## config.mk

```make
export PLATFORM = sky130hd
export DESIGN_NAME = apb_bus_arbiter
export DESIGN_NICKNAME = d
export VERILOG_FILES = /design/src/rtl/apb_bus_arbiter.sv
export SDC_FILE = /design/constraint.sdc
export NUM_CORES = 1
export LEC_CHECK = 0
export BUFFER_PORTS_ARGS = -buffer_cell sky130_fd_sc_hd__buf_2
export CORE_ASPECT_RATIO = 0.7
export CORE_MARGIN = 2
export CORE_UTILIZATION = 44
export CTS_CLUSTER_DIAMETER = 60
export CTS_CLUSTER_SIZE = 20
export DETAILED_ROUTE_END_ITERATION = 6
export GPL_TIMING_DRIVEN = 0
export PLACE_DENSITY_LB_ADDON = 0.12
export SETUP_SLACK_MARGIN = 0.5
export SLEW_MARGIN = 20
export SYNTH_ARGS = -nofsm -noshare
export SYNTH_HDL_FRONTEND = slang
export SYNTH_SLANG_ARGS = --single-unit
```

## constraint.sdc

```tcl
create_clock -name clk -period 3.7 [get_ports clk]
set_input_delay 0.925 -clock clk [delete_from_list [all_inputs] [get_ports clk]]
set_output_delay 0.925 -clock clk [all_outputs]
set_load 0.01 [all_outputs]
```

## src/rtl/apb_bus_arbiter.sv

```systemverilog
// Round-robin APB master: N_REQ requesters share one APB bus, one SETUP/ACCESS transfer per grant.
// Optional ACCESS-phase timeout abort is compiled in when APB_TIMEOUT_EN is defined.
module apb_bus_arbiter #(
   parameter int unsigned N_REQ          = 3,
   parameter int unsigned AW             = 8,
   parameter int unsigned DW             = 8,
   parameter int unsigned TIMEOUT_CYCLES = 16
) (
   input  logic                  clk,
   input  logic                  reset,
   input  logic [N_REQ-1:0]      req,
   input  logic [N_REQ-1:0]      req_write,
   input  logic [2*N_REQ-1:0]    req_sel,
   input  logic [N_REQ*AW-1:0]   req_addr,
   input  logic [N_REQ*DW-1:0]   req_wdata,
   output logic [N_REQ-1:0]      gnt,
   output logic [N_REQ-1:0]      done,
   output logic [DW-1:0]         rsp_rdata,
   output logic                  rsp_err,
   output logic [1:0]            apb_sel,
   output logic                  apb_write,
   output logic                  apb_enable,
   output logic [AW-1:0]         apb_addr,
   output logic [DW-1:0]         apb_wdata,
   input  logic [DW-1:0]         apb_rdata,
   input  logic                  apb_ready
);

   localparam int unsigned PW = (N_REQ > 1) ? $clog2(N_REQ) : 1;

   typedef enum logic [1:0] {ST_IDLE, ST_SETUP, ST_ACCESS, ST_ERR} state_t;

   state_t           r_state, w_state;
   logic [PW-1:0]    r_rr_ptr, w_rr_ptr, r_owner, w_owner, w_win;
   logic             w_found;
   logic             w_cmd_write;
   logic [1:0]       w_cmd_sel;
   logic [AW-1:0]    w_cmd_addr;
   logic [DW-1:0]    w_cmd_wdata;
   logic [N_REQ-1:0] r_gnt, w_gnt, r_done, w_done;
   logic [DW-1:0]    r_rdata, w_rdata, r_wdata, w_wdata;
   logic             r_err, w_err, r_write, w_write, r_enable, w_enable;
   logic [1:0]       r_sel, w_sel;
   logic [AW-1:0]    r_addr, w_addr;
   logic             w_timeout;

   // Out-of-range configurations elaborate into an empty marker scope.
   if (N_REQ < 2 || N_REQ > 8 || TIMEOUT_CYCLES < 1) begin : g_bad_config
   end

   function automatic logic [PW-1:0] wrap_idx(input logic [PW-1:0] base, input int unsigned off);
      int unsigned sum;
      sum = 32'(base) + off;
      if (sum >= N_REQ) sum = sum - N_REQ;
      return PW'(sum);
   endfunction

   // Winner = first active request scanning upward from the round-robin pointer.
   always_comb begin
      w_found = 1'b0;
      w_win   = r_rr_ptr;
      for (int unsigned i = 0; i < N_REQ; i++) begin
         if (!w_found && req[wrap_idx(r_rr_ptr, i)]) begin
            w_found = 1'b1;
            w_win   = wrap_idx(r_rr_ptr, i);
         end
      end
   end

   always_comb begin
      w_cmd_write = 1'b0;
      w_cmd_sel   = 2'd0;
      w_cmd_addr  = '0;
      w_cmd_wdata = '0;
      for (int unsigned i = 0; i < N_REQ; i++) begin
         if (PW'(i) == w_win) begin
            w_cmd_write = req_write[i];
            w_cmd_sel   = req_sel[2*i +: 2];
            w_cmd_addr  = req_addr[i*AW +: AW];
            w_cmd_wdata = req_wdata[i*DW +: DW];
         end
      end
   end

`ifdef APB_TIMEOUT_EN
   localparam logic [7:0] TO_LAST = 8'(TIMEOUT_CYCLES - 1);
   logic [7:0] r_cnt, w_cnt;

   // Counter reads 0 in the first ACCESS cycle; the limit cycle is the last one allowed.
   always_comb w_cnt = (r_state == ST_ACCESS) ? r_cnt + 8'd1 : 8'd0;

   always_ff @(posedge clk) begin
      if (reset) r_cnt <= 8'd0;
      else       r_cnt <= w_cnt;
   end

   assign w_timeout = (r_cnt == TO_LAST);
`else
   assign w_timeout = 1'b0;
`endif

   always_comb begin
      w_state  = r_state;
      w_rr_ptr = r_rr_ptr;
      w_owner  = r_owner;
      w_gnt    = '0;
      w_done   = '0;
      w_rdata  = '0;
      w_err    = 1'b0;
      w_sel    = r_sel;
      w_enable = r_enable;
      w_write  = r_write;
      w_addr   = r_addr;
      w_wdata  = r_wdata;
      case (r_state)
         ST_IDLE: begin
            if (w_found) begin
               w_owner        = w_win;
               w_rr_ptr       = wrap_idx(w_win, 1);
               w_gnt[w_win]   = 1'b1;
               w_write        = w_cmd_write;
               w_addr         = w_cmd_addr;
               w_wdata        = w_cmd_wdata;
               w_sel          = w_cmd_sel;
               w_enable       = 1'b0;
               w_state        = (w_cmd_sel == 2'd0) ? ST_ERR : ST_SETUP;
            end
         end
         ST_SETUP: begin
            w_enable = 1'b1;
            w_state  = ST_ACCESS;
         end
         ST_ACCESS: begin
            if (apb_ready) begin
               w_done[r_owner] = 1'b1;
               w_rdata         = r_write ? '0 : apb_rdata;
               w_sel           = 2'd0;
               w_enable        = 1'b0;
               w_state         = ST_IDLE;
            end else if (w_timeout) begin
               w_done[r_owner] = 1'b1;
               w_err           = 1'b1;
               w_sel           = 2'd0;
               w_enable        = 1'b0;
               w_state         = ST_IDLE;
            end
         end
         ST_ERR: begin
            w_done[r_owner] = 1'b1;
            w_err           = 1'b1;
            w_state         = ST_IDLE;
         end
         default: w_state = ST_IDLE;
      endcase
   end

   always_ff @(posedge clk) begin
      if (reset) begin
         r_state  <= ST_IDLE;
         r_rr_ptr <= '0;
         r_owner  <= '0;
         r_gnt    <= '0;
         r_done   <= '0;
         r_rdata  <= '0;
         r_err    <= 1'b0;
         r_sel    <= 2'd0;
         r_enable <= 1'b0;
         r_write  <= 1'b0;
         r_addr   <= '0;
         r_wdata  <= '0;
      end else begin
         r_state  <= w_state;
         r_rr_ptr <= w_rr_ptr;
         r_owner  <= w_owner;
         r_gnt    <= w_gnt;
         r_done   <= w_done;
         r_rdata  <= w_rdata;
         r_err    <= w_err;
         r_sel    <= w_sel;
         r_enable <= w_enable;
         r_write  <= w_write;
         r_addr   <= w_addr;
         r_wdata  <= w_wdata;
      end
   end

   assign gnt        = r_gnt;
   assign done       = r_done;
   assign rsp_rdata  = r_rdata;
   assign rsp_err    = r_err;
   assign apb_sel    = r_sel;
   assign apb_write  = r_write;
   assign apb_enable = r_enable;
   assign apb_addr   = r_addr;
   assign apb_wdata  = r_wdata;

endmodule

```

* Word level (Yosys, flattened, before mapping) *
Cells that the tools add are included.

storage, ports and cells
  register bits after elaboration = 41
  input bits = 71
  output and inout port bits = 35
  logic and storage cells = 102

operators by class
  $add $sub $neg = 7
  order comparisons = 11
  equality and inequality tests = 7
  muxes and demuxes = 44
  bitwise logic cells = 4
  reductions and logical operators = 17

operators by type and width
  operator                                                                              number
  8-bit 2-to-1 mux                                                                      6
  2-bit 2-to-1 mux                                                                      14
  2-bit by 3-bit < comparator with 1-bit output (second input constant)                 5
  1-bit 2-to-1 mux                                                                      14
  3-bit by 2-bit greater-or-equal comparator with 1-bit output (second input constant)  3
  2-bit case mux with 4 select lines                                                    1
  2-bit subtractor (second input constant)                                              4
  2-bit by 1-bit adder with 3-bit output (second input constant)                        2
  1-bit binary-select mux with 2-bit select                                             3
  2-bit zero test                                                                       3
  3-bit case mux with 2 select lines                                                    1
  3-bit AND reduction                                                                   2
  1-bit demux with 2-bit select                                                         2
  2-bit == test (second input constant)                                                 2
  2-bit by 1-bit greater-or-equal comparator with 1-bit output (second input constant)  2
  1-bit logical AND                                                                     4
  2-bit inequality test (second input constant)                                         2
  1-bit inverter                                                                        4
  2-bit case mux with 2 select lines                                                    1
  2-bit AND reduction                                                                   2
  4-bit OR reduction                                                                    1
  2-bit by 2-bit adder with 3-bit output (second input constant)                        1
  3-bit 2-to-1 mux                                                                      1
  1-bit case mux with 3 select lines                                                    1
  8 further kinds                                                                       9

* Depth between registers and ports, before layout *
Gate-level depths: netlist (run 1).

  depth after elaboration = 19
  mapped depth = 15
  mapped depth without buffers = 13

* Worst setup path before layout (run 1) *
Ideal clock, no wire load.

  path kind = input to register
  start point = input port req[2]
  end point = register r_write (netlist: apb_write)
  library setup time = 59 ps
  arrival = 2864 ps
  required time = 3641 ps
  slack = 778 ps
  stages on the path = 12
  path buffers = 2
  cells stage by stage = mux2i_1 o22a_2 nand3_1 o2bb2ai_1 inv_1 ha_1 nor2b_1 buf_2 buf_1 a22oi_1 o21ai_0 a22o_1

on the way
  cells in the longest elaborated chain, start to end = 13
  elaborated cells between the ends (all ways) = 23
  those cells by class = eq/ne: 2; mux: 15; reduce/logical: 6

ends and longest elaborated chain
  item                                       line  text
  start: declaration                         11    input logic [N_REQ-1:0] req,
  1-bit binary-select mux with 2-bit select  63    if (!w_found && req[wrap_idx(r_rr_ptr, i)]) begin
  1-bit 2-to-1 mux (not written as such)     63
  1-bit 2-to-1 mux                           63
  1-bit zero test                            63
  1-bit logical AND                          63
  1-bit 2-to-1 mux                           63
  1-bit zero test                            63
  1-bit logical AND                          63
  2-bit 2-to-1 mux *                         63
  named net w_win[0]                         34    logic [PW-1:0] r_rr_ptr, w_rr_ptr, r_owner, w_owner, w_win;
  2-bit zero test                            76    if (PW'(i) == w_win) begin
  1-bit 2-to-1 mux (2 in a row)              76
  1-bit 2-to-1 mux *                         76
  end signal: assignment                     181   r_write <= w_write;
  end: declaration                           42    logic r_err, w_err, r_write, w_write, r_enable, w_enable;

Mark *: on every way through the listed nets, which the timed path passes. The rest lies on a longest branch. The select of a mux whose other input is x is not followed.
A chain may end at the register's enable or synchronous reset.

* Worst setup path in the final report (run 1) *
  start point = register r_rr_ptr[0]
  end point = register r_wdata[1] (netlist: apb_wdata[1])

on the way
  cells in the longest elaborated chain, start to end = 15
  elaborated cells between the ends (all ways) = 34
  those cells by class = add/sub: 5; order compare: 3; eq/ne: 2; mux: 18; reduce/logical: 6

ends and longest elaborated chain
  item                                                                                             line  text
  start: declaration                                                                               34
  start signal: assignment                                                                         173   r_rr_ptr <= w_rr_ptr;
  parallel branches: the longest is 15 deep, another holds 2-bit by 1-bit adder with 3-bit output  --
  end signal: assignment                                                                           183   r_wdata <= w_wdata;
  end: declaration                                                                                 41    logic [DW-1:0] r_rdata, w_rdata, r_wdata, w_wdata;

Several ways; the timed one is not identified. The select of a mux whose other input is x is not followed.

==> results of run 1 <==
[where the power goes]
part           switching [mW]  internal, mW
Clock                   0.148         0.131
Sequential             0.0952         0.586
Combinational           0.787         0.657
[worst min path at each step]
stage	startpoint	endpoint	slack [ps]	cells after the start
floorplan	r_owner[1]	done[1]	430	1
global placement	apb_wdata[7]	apb_wdata[7]	460	1
detailed placement	apb_wdata[0]	apb_wdata[0]	460	1
CTS	apb_wdata[6]	apb_wdata[6]	480	1
global route	apb_wdata[3]	apb_wdata[3]	490	1
finish	apb_wdata[6]	apb_wdata[6]	480	1
[repair_timing]
action / 4_1_cts / 5_1_grt
buffers inserted: 0 / 1
hold buffers: 0 / 0
pin swaps: 0 / 2
gates resized for setup: 3 / 16
hold endpoints to repair: 0 / 0
setup endpoints to repair: 13 / 16
[per-layer routing]
metal  wire (µm)  up-vias  GRT usage
li1            -      964          -
met1        2350      828      0.269
met2        2120       76      0.295
met3         417        2     0.0655
met4          19        0     0.0492
met5           0        -          0
[kinds of logic (layout without fill, tap and decap cells)]
| group | count (synthesis) | count (layout) |
|---|---|---|
| mux | 3 | 3 |
| fa+ha+maj | 6 | 6 |
| compound gates | 76 | 76 |
| buf+inv | 19 | 133 |
| flops | 41 | 41 |
| simple gates | 54 | 54 |
[area by class of cell]
cell class	instances	area share
Buffer	13	0.0363
Clock buffer	6	0.0270
Clock inverter	2	0.00372
Inverter	6	0.00931
Multi-Input combinational cell	139	0.393
Sequential cell	41	0.307
Tap cell	55	0.0256
Timing Repair Buffer	106	0.198
[sequential cells by signal (all words and copies together) (netlist names), 2 cells and up]
name       count
done           3
apb_wdata      8
rsp_rdata      8
gnt            3
r_owner        2
apb_addr       8
apb_sel        2
r_state        2
r_rr_ptr       2
[stage by stage]
stage / cells / instance area (µm²)
after floorplan: 199 / 1930
after global placement: 359 / 2520
after detailed placement: 359 / 2520
after CTS: 367 / 2610
after global routing: 368 / 2690
final: 368 / 2690
[cell usage after synthesis (3+ instances only)]
master,n,area [µm²]
o2bb2ai_1,3,26.3
and2_1,12,75.1
o21ai_0,18,90.1
a22oi_1,18,135
a22o_1,19,166
buf_6,5,56.3
inv_1,5,18.8
mux2i_1,3,30.0
nand2b_1,3,18.8
ha_1,6,75.1
clkbuf_1,4,15.0
nor2b_1,3,18.8
nand2_1,20,75.1
nand3b_1,4,30.0
dfxtp_1,41,821
==> impl_results.rst, run 1 <==
.. list-table::
   :header-rows: 1

   * - Metric
     - Value
   * - Worst Max-Slew Pin Slew
     - 591 ps
   * - Number of DRC markers in iteration 0
     - 84
   * - Max Root-Sink Buffers
     - 2
   * - Final net count
     - 389
   * - Post-route clock period utilization
     - 0.812
   * - Total inserted antenna cells
     - 0
   * - Distinct cell type count after synthesis
     - 40
   * - H-tree levels
     - 2
   * - Max transition margin
     - 0.603
   * - Largest fanout on the critical path
     - 10
   * - End of the worst register-to-register path
     - apb_wdata[1]
   * - Die span in y
     - 59.4 µm
   * - TritonCTS clock tree
     - yes
   * - Final Worst Setup Slack
     - 695 ps
   * - Vias per cell
     - 5.08
   * - Multiplexer share of the synthesized area
     - 0.0156
   * - Crit path required time
     - 3880 ps
   * - Capturing element of the worst setup path
     - apb_wdata[1]
   * - Max-Cap Viols
     - 0
   * - Std cell rows
     - 20
   * - Most frequent cells in the layout
     - 107 x buf_2, 39 x dfxtp_1, 20 x nand2_1
   * - Pin count of the biggest net entering global routing
     - 13
   * - Clock period minus final worst setup slack
     - 3000 ps
   * - Number of top-level design ports
     - 106
   * - Vias after detailed routing
     - 1870
   * - Worst setup slack for register-to-register paths
     - 700 ps
   * - Number of global-route vias before repair
     - 1625
   * - Number of synthesized register bits
     - 41
   * - Width of the chip
     - 83.1 µm
   * - Weighted congestion at the end of routability-driven global placement
     - 0.764
   * - Number of antenna violations at the first check in global routing
     - 0
   * - Crit path max-delay cell type
     - dfxtp_4
   * - Average wire per cell in the routed design
     - 13.3 µm
   * - Largest family of logic cells by synthesized area
     - compound AO/OA/AOI/OAI gates
   * - Post-Synthesis Mean Instance Area
     - 9.70 µm²
   * - Number of clock buffers inserted by TritonCTS
     - 5
   * - Core Util, Final
     - 0.628
   * - Post-route setup TNS
     - 0 ps
   * - DRT Pass-1 Iters
     - 4
   * - Cell family contributing the most delay on the critical path
     - compound AO/OA/AOI/OAI gates
   * - Number of cells produced by synthesis
     - 199
   * - Depth of the worst register-to-register path
     - 12
   * - Area occupied by multi-input gates
     - 1060 µm²
   * - Synthesized-area fraction occupied by ao, oa, aoi and oai cells
     - 0.298
   * - Status
     - completed
   * - Total of fill cells in the finished design
     - 378
   * - Initial cell density of the core
     - 0.451
   * - Highest ir drop seen on vdd
     - 0.000472 V
   * - Arrival time of the worst setup path
     - 3190 ps
   * - CP startpoint
     - r_rr_ptr[0]
   * - Type of element capturing the critical path
     - flip-flop
   * - Final routed wirelength across all metal layers
     - 4900 µm
   * - Post-synth ARST share
     - 0
   * - Final hold slack
     - 475 ps
   * - Clock-pin slew reported for the worst setup and hold paths after clock tree synthesis
     - 80 ps
   * - Synth Area in Adders
     - 0.0389
   * - Max Slew Vio Count
     - 0
   * - Post-synthesis simple-gate area fraction
     - 0.163
   * - Share of cells above drive strength 1
     - 0.450
   * - Routed Antenna Nets
     - 0
   * - Total overflow reported by the global router
     - 0
   * - Critical Path Stages
     - 12
   * - Number of endpoints failing setup at the final stage
     - 0
   * - Die Outline Area
     - 4940 µm²
   * - Part of the Yosys area used for sequential elements
     - 0.425
   * - Setup repair after global routing missed its margin
     - no
   * - First-pass GRT wire length
     - 7530 µm
   * - CTS root buf
     - clkbuf_8
   * - Power per cell area
     - 894 nW/µm²
   * - Dominant synthesized flop cell
     - dfxtp_1
   * - Worst reg2reg path startpoint
     - r_rr_ptr[0]
   * - CP Buf/Inv Count
     - 4
   * - HPWL reported at the end of detailed placement
     - 3720 µm
   * - Max Clock Skew
     - 5.90 ps
   * - Post-Syn Nets
     - 276
   * - Leakage dissipation
     - 1.29 nW
   * - Power, Total
     - 2.40 mW
   * - Worst setup timing slack at the placement stage
     - 197 ps
   * - Number of enable-type register cells in the synthesized netlist
     - 0
   * - Std-Cell Core Area
     - 4280 µm²
   * - Clock insertion delay at the later pin of the skew report
     - 290 ps
   * - Tot GR Track Use
     - 0.195
   * - Path type of the worst min-delay path
     - flip-flop to flip-flop
   * - Worst path cell trace
     - inv_1 > ha_2 > buf_6 > mux2i_1 > o21ai_2 > o311ai_4 > o2bb2ai_4 > ha_1 > clkbuf_2 > clkbuf_1 > o21ai_0 > a22o_1
   * - Category of the critical setup timing path
     - flip-flop to flip-flop
   * - Worst stage delay on the critical path
     - 390 ps
   * - Final Hold Fails
     - 0
   * - Mapped Area
     - 1930 µm²
   * - Register area
     - 826 µm²
   * - Buffers on Ports
     - 105
   * - Commonest non-fill, non-tap cell in the layout
     - buf_2
   * - Synthesized-area fraction occupied by xor and xnor cells
     - 0
   * - Worst Setup Start Kind
     - flip-flop
   * - Highest Clock Rate
     - 333 MHz
   * - Post-synthesis to final-layout area growth
     - 39.4%
   * - Yosys warnings
     - 0
   * - CTS sink count
     - 41
   * - DRC violation count after routing
     - 0
(Power assumes the default switching activity.)
==> run 2: changes to the inputs <==
- ABC_AREA: default -> 1
- CORE_UTILIZATION: 44 -> 45
- clock period: 3.7 -> 2.8 ns (I/O delays scaled with it)
==> impl_results.rst, run 2 <==
.. list-table::
   :header-rows: 1

   * - Metric
     - Value
   * - Total of fill cells in the finished design
     - 314 (-17%)
   * - Final hold slack
     - 446 ps (-28.9 ps)
   * - Dpl cell area
     - 2690 µm² (+6.5%)
   * - Largest fanout on the critical path
     - 8 (-2)
   * - Max Clock Skew
     - 5.92 ps (+0.0188 ps)
   * - TritonCTS clock tree
     - yes
   * - Max transition margin
     - 0.705 (+0.102)
   * - Top cell type by total area after synthesis
     - dfxtp_1
   * - Final routed wirelength across all metal layers
     - 6910 µm (+41%)
   * - Power per cell area
     - 1270 nW/µm² (+43%)
   * - Tot GR Track Use
     - 0.246 (+0.0515)
   * - Clock-pin slew reported for the worst setup and hold paths after clock tree synthesis
     - 80 ps (about the same)
   * - Final net count
     - 519 (+33%)
   * - Initial cell density of the core
     - 0.471 (+0.0198)
   * - First-pass GRT wire length
     - 9890 µm (+31%)
   * - Total inserted antenna cells
     - 0 (unchanged)
   * - Number of top-level design ports
     - 106 (unchanged)
   * - HPWL reported at the end of detailed placement
     - 4000 µm (+7.4%)
   * - Crit path required time
     - 3050 ps (-830 ps)
   * - Number of DRC markers in iteration 0
     - 140 (+67%)
   * - Number of synthesized register bits
     - 41 (unchanged)
   * - Post-route setup TNS
     - 0 ps (unchanged)
   * - Synth top cells by count
     - 101 x nand2_1, 41 x dfxtp_1, 39 x a21oi_1
   * - Die Outline Area
     - 5120 µm² (+3.6%)
   * - Post-synthesis to final-layout area growth
     - 66.3%
   * - Leakage dissipation
     - 1.75 nW (+35%)
   * - Distinct cell type count after synthesis
     - 23 (-43%)
   * - CP Buf/Inv Count
     - 5 (+1)
   * - Clock period minus final worst setup slack
     - 2450 ps (-558 ps)
   * - Largest family of logic cells by synthesized area
     - simple AND/OR/NAND/NOR gates
   * - Clock insertion delay at the later pin of the skew report
     - 300 ps (about the same)
   * - Std-Cell Core Area
     - 4350 µm² (+1.8%)
   * - Synthesized-area fraction occupied by ao, oa, aoi and oai cells
     - 0.122 (-0.176)
   * - Crit path max-delay cell type
     - dfxtp_4
   * - Number of endpoints failing setup at the final stage
     - 0 (unchanged)
   * - Worst Max-Slew Pin Slew
     - 438 ps (-153 ps)
   * - Highest Clock Rate
     - 409 MHz (+23%)
   * - Worst path cell trace
     - buf_6 > ha_4 > inv_2 > nand2_2 > nand3_2 > nand2_4 > nand3_1 > nand2_1 > inv_2 > nand2_4 > nand2_4 > inv_2 > ha_4 > buf_8 > a21oi_4 > a21oi_4 > nor2_2 > nand3_1 > a21oi_2
   * - Average wire per cell in the routed design
     - 13.9 µm (+4.2%)
   * - Part of the Yosys area used for sequential elements
     - 0.400 (-0.0249)
   * - Number of clock buffers inserted by TritonCTS
     - 5 (unchanged)
   * - Top cells by area, synth
     - dfxtp_1 40%, nand2_1 18%, a21oi_1 9.5%
   * - Synthesized-area fraction occupied by xor and xnor cells
     - 0 (unchanged)
   * - Multiplexer share of the synthesized area
     - 0 (-0.0156)
   * - Total overflow reported by the global router
     - 0 (unchanged)
   * - Final Hold Fails
     - 0 (unchanged)
   * - Die span in y
     - 60.5 µm (+1.8%)
   * - Buffers on Ports
     - 105 (unchanged)
   * - Dominant synthesized flop cell
     - dfxtp_1
   * - Post-route cell area
     - 3410 µm² (+27%)
   * - Post-route clock period utilization
     - 0.874 (+0.0617)
   * - CTS sink count
     - 41 (unchanged)
   * - Post-Synthesis Mean Instance Area
     - 6.70 µm² (-31%)
   * - Post-synth ARST share
     - 0 (unchanged)
   * - Width of the chip
     - 84.7 µm (+1.8%)
   * - Vias after detailed routing
     - 2503 (+34%)
   * - Std cell rows
     - 20 (unchanged)
   * - Setup repair after global routing missed its margin
     - yes
   * - CTS root buf
     - clkbuf_8
   * - Proportion of netlist area held by the largest area contributor
     - 0.400 (-0.0249)
   * - Yosys warnings
     - 0 (unchanged)
   * - Path type of the worst min-delay path
     - flip-flop to flip-flop
   * - Post-synthesis simple-gate area fraction
     - 0.348 (+0.185)
   * - Max Slew Vio Count
     - 0 (unchanged)
   * - H-tree levels
     - 2 (unchanged)
   * - Pin count of the biggest net entering global routing
     - 15 (+2)
   * - Max Root-Sink Buffers
     - 2 (unchanged)
   * - Worst stage delay on the critical path
     - 370 ps (-20 ps)
   * - DRC violation count after routing
     - 0 (unchanged)
   * - Vias per cell
     - 5.03 (-1.1%)
   * - Cell family contributing the most delay on the critical path
     - simple AND/OR/NAND/NOR gates
   * - Arrival time of the worst setup path
     - 2690 ps (-500 ps)
   * - Type of element capturing the critical path
     - flip-flop
   * - Mapped Area
     - 2050 µm² (+6.2%)
   * - Number of enable-type register cells in the synthesized netlist
     - 0 (unchanged)
   * - Count leader, synth
     - nand2_1
   * - Status
     - completed
   * - Number of antenna violations at the first check in global routing
     - 0 (unchanged)
   * - Post-Syn Nets
     - 383 (+39%)
   * - Number of global-route vias before repair
     - 2259 (+39%)
   * - DRT Pass-1 Iters
     - 4 (unchanged)
   * - Share of cells above drive strength 1
     - 0.512 (+0.0619)
   * - Routed Antenna Nets
     - 0 (unchanged)
   * - Commonest non-fill, non-tap cell in the layout
     - buf_2
   * - Synth Area in Adders
     - 0.0366 (-0.00228)
   * - Weighted congestion at the end of routability-driven global placement
     - 0.858 (+12%)
   * - Category of the critical setup timing path
     - flip-flop to flip-flop
   * - Number of cells produced by synthesis
     - 306 (+54%)
   * - Highest ir drop seen on vdd
     - 0.000837 V (+78%)
   * - Max-Cap Viols
     - 0 (unchanged)
   * - Most frequent cells in the layout
     - 105 x buf_2, 85 x nand2_1, 39 x dfxtp_1
   * - Worst Setup Start Kind
     - flip-flop
## run 2: changes by cell type in the layout (fill, tap and decap cells not counted), sizes merged, moves of 5 or more
| cell | previous run | this run |
|---|---|---|
| a22oi | 18 | 0 |
| o21ai | 19 | 11 |
| nand3b | 5 | 0 |
| a22o | 19 | 0 |
| inv | 6 | 31 |
| nor2 | 3 | 36 |
| a21oi | 3 | 39 |
| nand2 | 20 | 107 |
| nand3 | 3 | 20 |
| and2 | 12 | 0 |
| buf | 114 | 134 |
## run 2: final cells by class
cell class | count | area, µm² | area share
clock buffer | 5 | 68.8 | 0.0202
sequential | 41 | 828 | 0.243
inverter | 31 | 134 | 0.0393
buffer | 10 | 140 | 0.0411
tap | 55 | 68.8 | 0.0202
clock inverter | 3 | 46.3 | 0.0136
multi-input combinational | 224 | 1410 | 0.412
timing repair buffer | 129 | 717 | 0.210
## run 2: kinds of logic after synthesis
| kind of cell | Yosys count |
|---|---|
| AND/OR/NAND/NOR | 168 |
| flip-flops | 41 |
| adder cells (fa/ha/maj) | 6 |
| buffers and inverters | 41 |
| AO/OA/AOI/OAI | 50 |
## run 2: metal layers
| layer | routed length (µm) | vias to the layer above | global-route usage |
|---|---|---|---|
| met5 | 0 | - | 0 |
| met4 | 109 | 0 | 0.109 |
| met3 | 607 | 14 | 0.0626 |
| met2 | 3350 | 127 | 0.424 |
| met1 | 2850 | 1122 | 0.300 |
| li1 | - | 1240 | - |
## run 2: worst paths after layout
kind                            cells past startpoint  slack (ps)     endpoint         from
worst min-delay path                                2         450  apb_addr[1]  apb_addr[1]
worst max register to register                     19         350   r_state[1]  r_rr_ptr[0]
worst min register to register                      2         450  apb_addr[1]  apb_addr[1]
worst max-delay path                               19         350   r_state[1]  r_rr_ptr[0]
## run 2: tightest hold or removal path: stages, from the launching register on
cell	delay (ps)
dfxtp_1	310
nand2_1	60
nand2_1	40
## run 2: per-stage QoR
stage          setup WS, ps   util  cells  total power [mW]
3_3_place_gp           87.3  0.617    466              2.62
5_1_grt                 206  0.783    498              4.63
3_5_place_dp           22.6  0.617    466              2.65
2_1_floorplan           539      -    306              2.18
6_report                354  0.783    498              4.34
4_1_cts                 481  0.716    493              3.65
## run 2: repair_timing
item | in CTS | in global routing
hold buffers | 0 | 0
buffers inserted | 19 | 5
resized for setup | 47 | 69
pin swaps | 13 | 32
gates cloned | 0 | 0
endpoints found under the setup margin | 23 | 23
## run 2: power by group
group / total [mW] / switching, mW / internal (mW)
clock network: 0.488 / 0.221 / 0.267
registers: 0.797 / 0.0782 / 0.719
logic: 3.06 / 1.70 / 1.36
total: 4.34 / 2.00 / 2.35
==> run 3: changes to the inputs <==
- CORE_UTILIZATION: 45 -> 30
- CTS_BUF_LIST: default -> sky130_fd_sc_hd__clkbuf_8
==> impl_results.rst, run 3 (synthesis results as in run 2) <==
.. list-table::
   :header-rows: 1

   * - Metric
     - Value
   * - Status
     - completed
   * - Origin of the worst min-delay path
     - apb_addr[0]
   * - CTS root buf
     - clkbuf_8
   * - Final net count
     - 514 (-0.96%)
   * - Max Root-Sink Buffers
     - 2 (unchanged)
   * - Path type of the worst min-delay path
     - flip-flop to flip-flop
   * - Final Hold Fails
     - 0 (unchanged)
   * - First-pass GRT wire length
     - 9570 µm (-3.2%)
   * - Total overflow reported by the global router
     - 0 (unchanged)
   * - Power, Total
     - 4.23 mW (-2.7%)
   * - Register area
     - 828 µm² (unchanged)
   * - Max-Cap Viols
     - 0 (unchanged)
   * - Total of fill cells in the finished design
     - 702 (+120%)
   * - Worst stage delay on the critical path
     - 370 ps (about the same)
   * - TritonCTS clock tree
     - yes
   * - Setup repair after global routing missed its margin
     - yes
   * - Area occupied by multi-input gates
     - 1330 µm² (-5.4%)
   * - Number of global-route vias before repair
     - 2094 (-7.3%)
   * - Die span in y
     - 73.2 µm (+21%)
   * - Total inserted antenna cells
     - 0 (unchanged)
   * - Cell family contributing the most delay on the critical path
     - simple AND/OR/NAND/NOR gates
   * - Vias per cell
     - 4.45 (-11%)
   * - Initial cell density of the core
     - 0.306 (-0.165)
   * - Max Clock Skew
     - 8.68 ps (+2.77 ps)
   * - Std-Cell Core Area
     - 6690 µm² (+54%)
   * - Number of antenna violations at the first check in global routing
     - 0 (unchanged)
   * - DRC violation count after routing
     - 0 (unchanged)
   * - Final non-filler cell total
     - 532 (+6.8%)
   * - Type of element capturing the critical path
     - flip-flop
   * - Width of the chip
     - 103 µm (+21%)
   * - Clock period minus final worst setup slack
     - 2400 ps (-44.4 ps)
   * - Post-synthesis to final-layout area growth
     - 64.6%
   * - Average wire per cell in the routed design
     - 12.5 µm (-10%)
   * - Most frequent cell on the critical path
     - nand2_4
   * - Post-route clock period utilization
     - 0.858 (-0.0159)
   * - Crit path max-delay cell type
     - dfxtp_4
   * - CP Buf/Inv Count
     - 5 (unchanged)
   * - Max Slew Vio Count
     - 0 (unchanged)
   * - H-tree levels
     - 2 (unchanged)
   * - HPWL reported at the end of detailed placement
     - 4480 µm (+12%)
   * - Worst path cell trace
     - inv_2 > ha_4 > inv_6 > nand2_2 > nand3_2 > nand2_4 > nand2_4 > inv_4 > nand3_4 > nand2_4 > inv_2 > ha_4 > buf_8 > a21oi_4 > a21oi_4 > nor2_2 > nand3_1 > a21oi_2
   * - Die Outline Area
     - 7520 µm² (+47%)
   * - Pin count of the biggest net entering global routing
     - 14 (-1)
   * - Final Worst Setup Slack
     - 398 ps (+44.4 ps)
   * - Routed Antenna Nets
     - 0 (unchanged)
   * - Post-route setup TNS
     - 0 ps (unchanged)
   * - Worst Max-Slew Pin Slew
     - 415 ps (-23.5 ps)
   * - Highest ir drop seen on vdd
     - 0.000740 V (-12%)
   * - DRT Pass-1 Iters
     - 4 (unchanged)
   * - Worst setup slack for register-to-register paths
     - 400 ps (+40 ps)
   * - Hold-fix buffers, CTS
     - 0 (unchanged)
   * - Number of clock buffers inserted by TritonCTS
     - 5 (unchanged)
   * - Total placed cells including tap cells
     - 505 (+8.4%)
   * - Buffers on Ports
     - 105 (unchanged)
   * - Final routed wirelength across all metal layers
     - 6640 µm (-4.0%)
   * - Core Util, Final
     - 0.504 (-0.279)
   * - Endpoint of the worst hold path
     - apb_addr[0]
   * - Category of the critical setup timing path
     - flip-flop to flip-flop
   * - Most frequent cells in the layout
     - 107 x buf_2, 92 x nand2_1, 39 x dfxtp_1
   * - Cells on Worst Hold Path
     - 2 (unchanged)
   * - Worst Setup Start Kind
     - flip-flop
   * - Number of endpoints failing setup at the final stage
     - 0 (unchanged)
   * - Power per cell area
     - 1250 nW/µm² (-1.7%)
   * - Number of DRC markers in iteration 0
     - 130 (-7.1%)
   * - Share of cells above drive strength 1
     - 0.466 (-0.0467)
   * - Depth of the worst register-to-register path
     - 18 (-1)
   * - Clock-pin slew reported for the worst setup and hold paths after clock tree synthesis
     - 80 ps (about the same)
   * - Tot GR Track Use
     - 0.166 (-0.0800)
   * - Max transition margin
     - 0.721 (+0.0158)
   * - Largest fanout on the critical path
     - 6 (-2)
   * - Arrival time of the worst setup path
     - 2640 ps (-50 ps)
   * - Worst setup timing slack at the placement stage
     - 21.1 ps (-1.51 ps)
   * - Commonest non-fill, non-tap cell in the layout
     - buf_2
   * - Std cell rows
     - 25 (+25%)
   * - Number of top-level design ports
     - 106 (unchanged)
   * - CTS sink count
     - 41 (unchanged)
   * - Crit path required time
     - 3040 ps (about the same)
   * - Clock insertion delay at the later pin of the skew report
     - 310 ps (about the same)
   * - Leakage dissipation
     - 1.71 nW (-2.0%)
   * - Highest Clock Rate
     - 416 MHz (+1.8%)
   * - End of the worst register-to-register path
     - r_state[1]
   * - Weighted congestion at the end of routability-driven global placement
     - 0.798 (-7.1%)
   * - Worst reg2reg path startpoint
     - r_rr_ptr[0]
   * - Vias after detailed routing
     - 2370 (-5.3%)
-- run 3: cell count changes in the layout (fill, tap and decap cells not counted), moves of 3 or more --
cell / change
a21oi_1: +9
a21oi_2: -8
buf_4: -8
inv_4: -3
nand2_1: +7
nand2_2: -3
nand2_4: -4
-- run 3: timing repair --
| item | CTS | global route |
|---|---|---|
| resized for setup | 49 | 44 |
| endpoints found under the setup margin | 23 | 22 |
| setup buffers | 8 | 10 |
| pin swaps | 11 | 18 |
| gates cloned | 0 | 1 |
-- run 3: metrics by stage --
| step | area (µm²) | hold slack, ps |
|---|---|---|
| after floorplan | 2090 | 435 |
| after global placement | 2740 | 425 |
| after detailed placement | 2740 | 431 |
| after CTS | 3090 | 449 |
| after global routing | 3370 | 463 |
| final | 3370 | 445 |
-- run 3: worst max path at each step --
stage | start | endpoint | slack [ps] | depth (start not counted)
5_1_grt | r_rr_ptr[0] | r_state[1] | 260 | 18
3_3_place_gp | req[2] | r_state[1] | 40 | 17
3_5_place_dp | req[2] | r_state[1] | 20 | 17
4_1_cts | r_rr_ptr[0] | r_state[1] | 430 | 18
2_1_floorplan | req[2] | r_state[1] | 540 | 16
6_report | r_rr_ptr[0] | r_state[1] | 400 | 18
-- run 3: tightest hold or removal path: cells and delay by family, from the launching register on --
family / cells / cell delay [ps]
simple gates: 2 / 100
flops: 1 / 310
-- run 3: layout make-up --
| type | count | share of cell area |
|---|---|---|
| Multi-Input combinational cell | 224 | 0.394 |
| Sequential cell | 41 | 0.246 |
| Timing Repair Buffer | 124 | 0.210 |
| Buffer | 10 | 0.0408 |
| Inverter | 31 | 0.0389 |
| Tap cell | 94 | 0.0349 |
| Clock buffer | 6 | 0.0245 |
| Clock inverter | 2 | 0.0111 |
-- run 3: layer usage --
metal  part of all wire  routed length (µm)  global-route usage
met5                  0                   0                   0
met2               0.44                2890               0.245
met1               0.47                3130               0.228
met4              0.018                 122              0.0629
met3              0.074                 493              0.0517
-- run 3: report_power, final --
part,internal [mW],switching [mW]
Clock,0.290,0.221
Sequential,0.719,0.0687
Combinational,1.36,1.57
Total,2.37,1.86
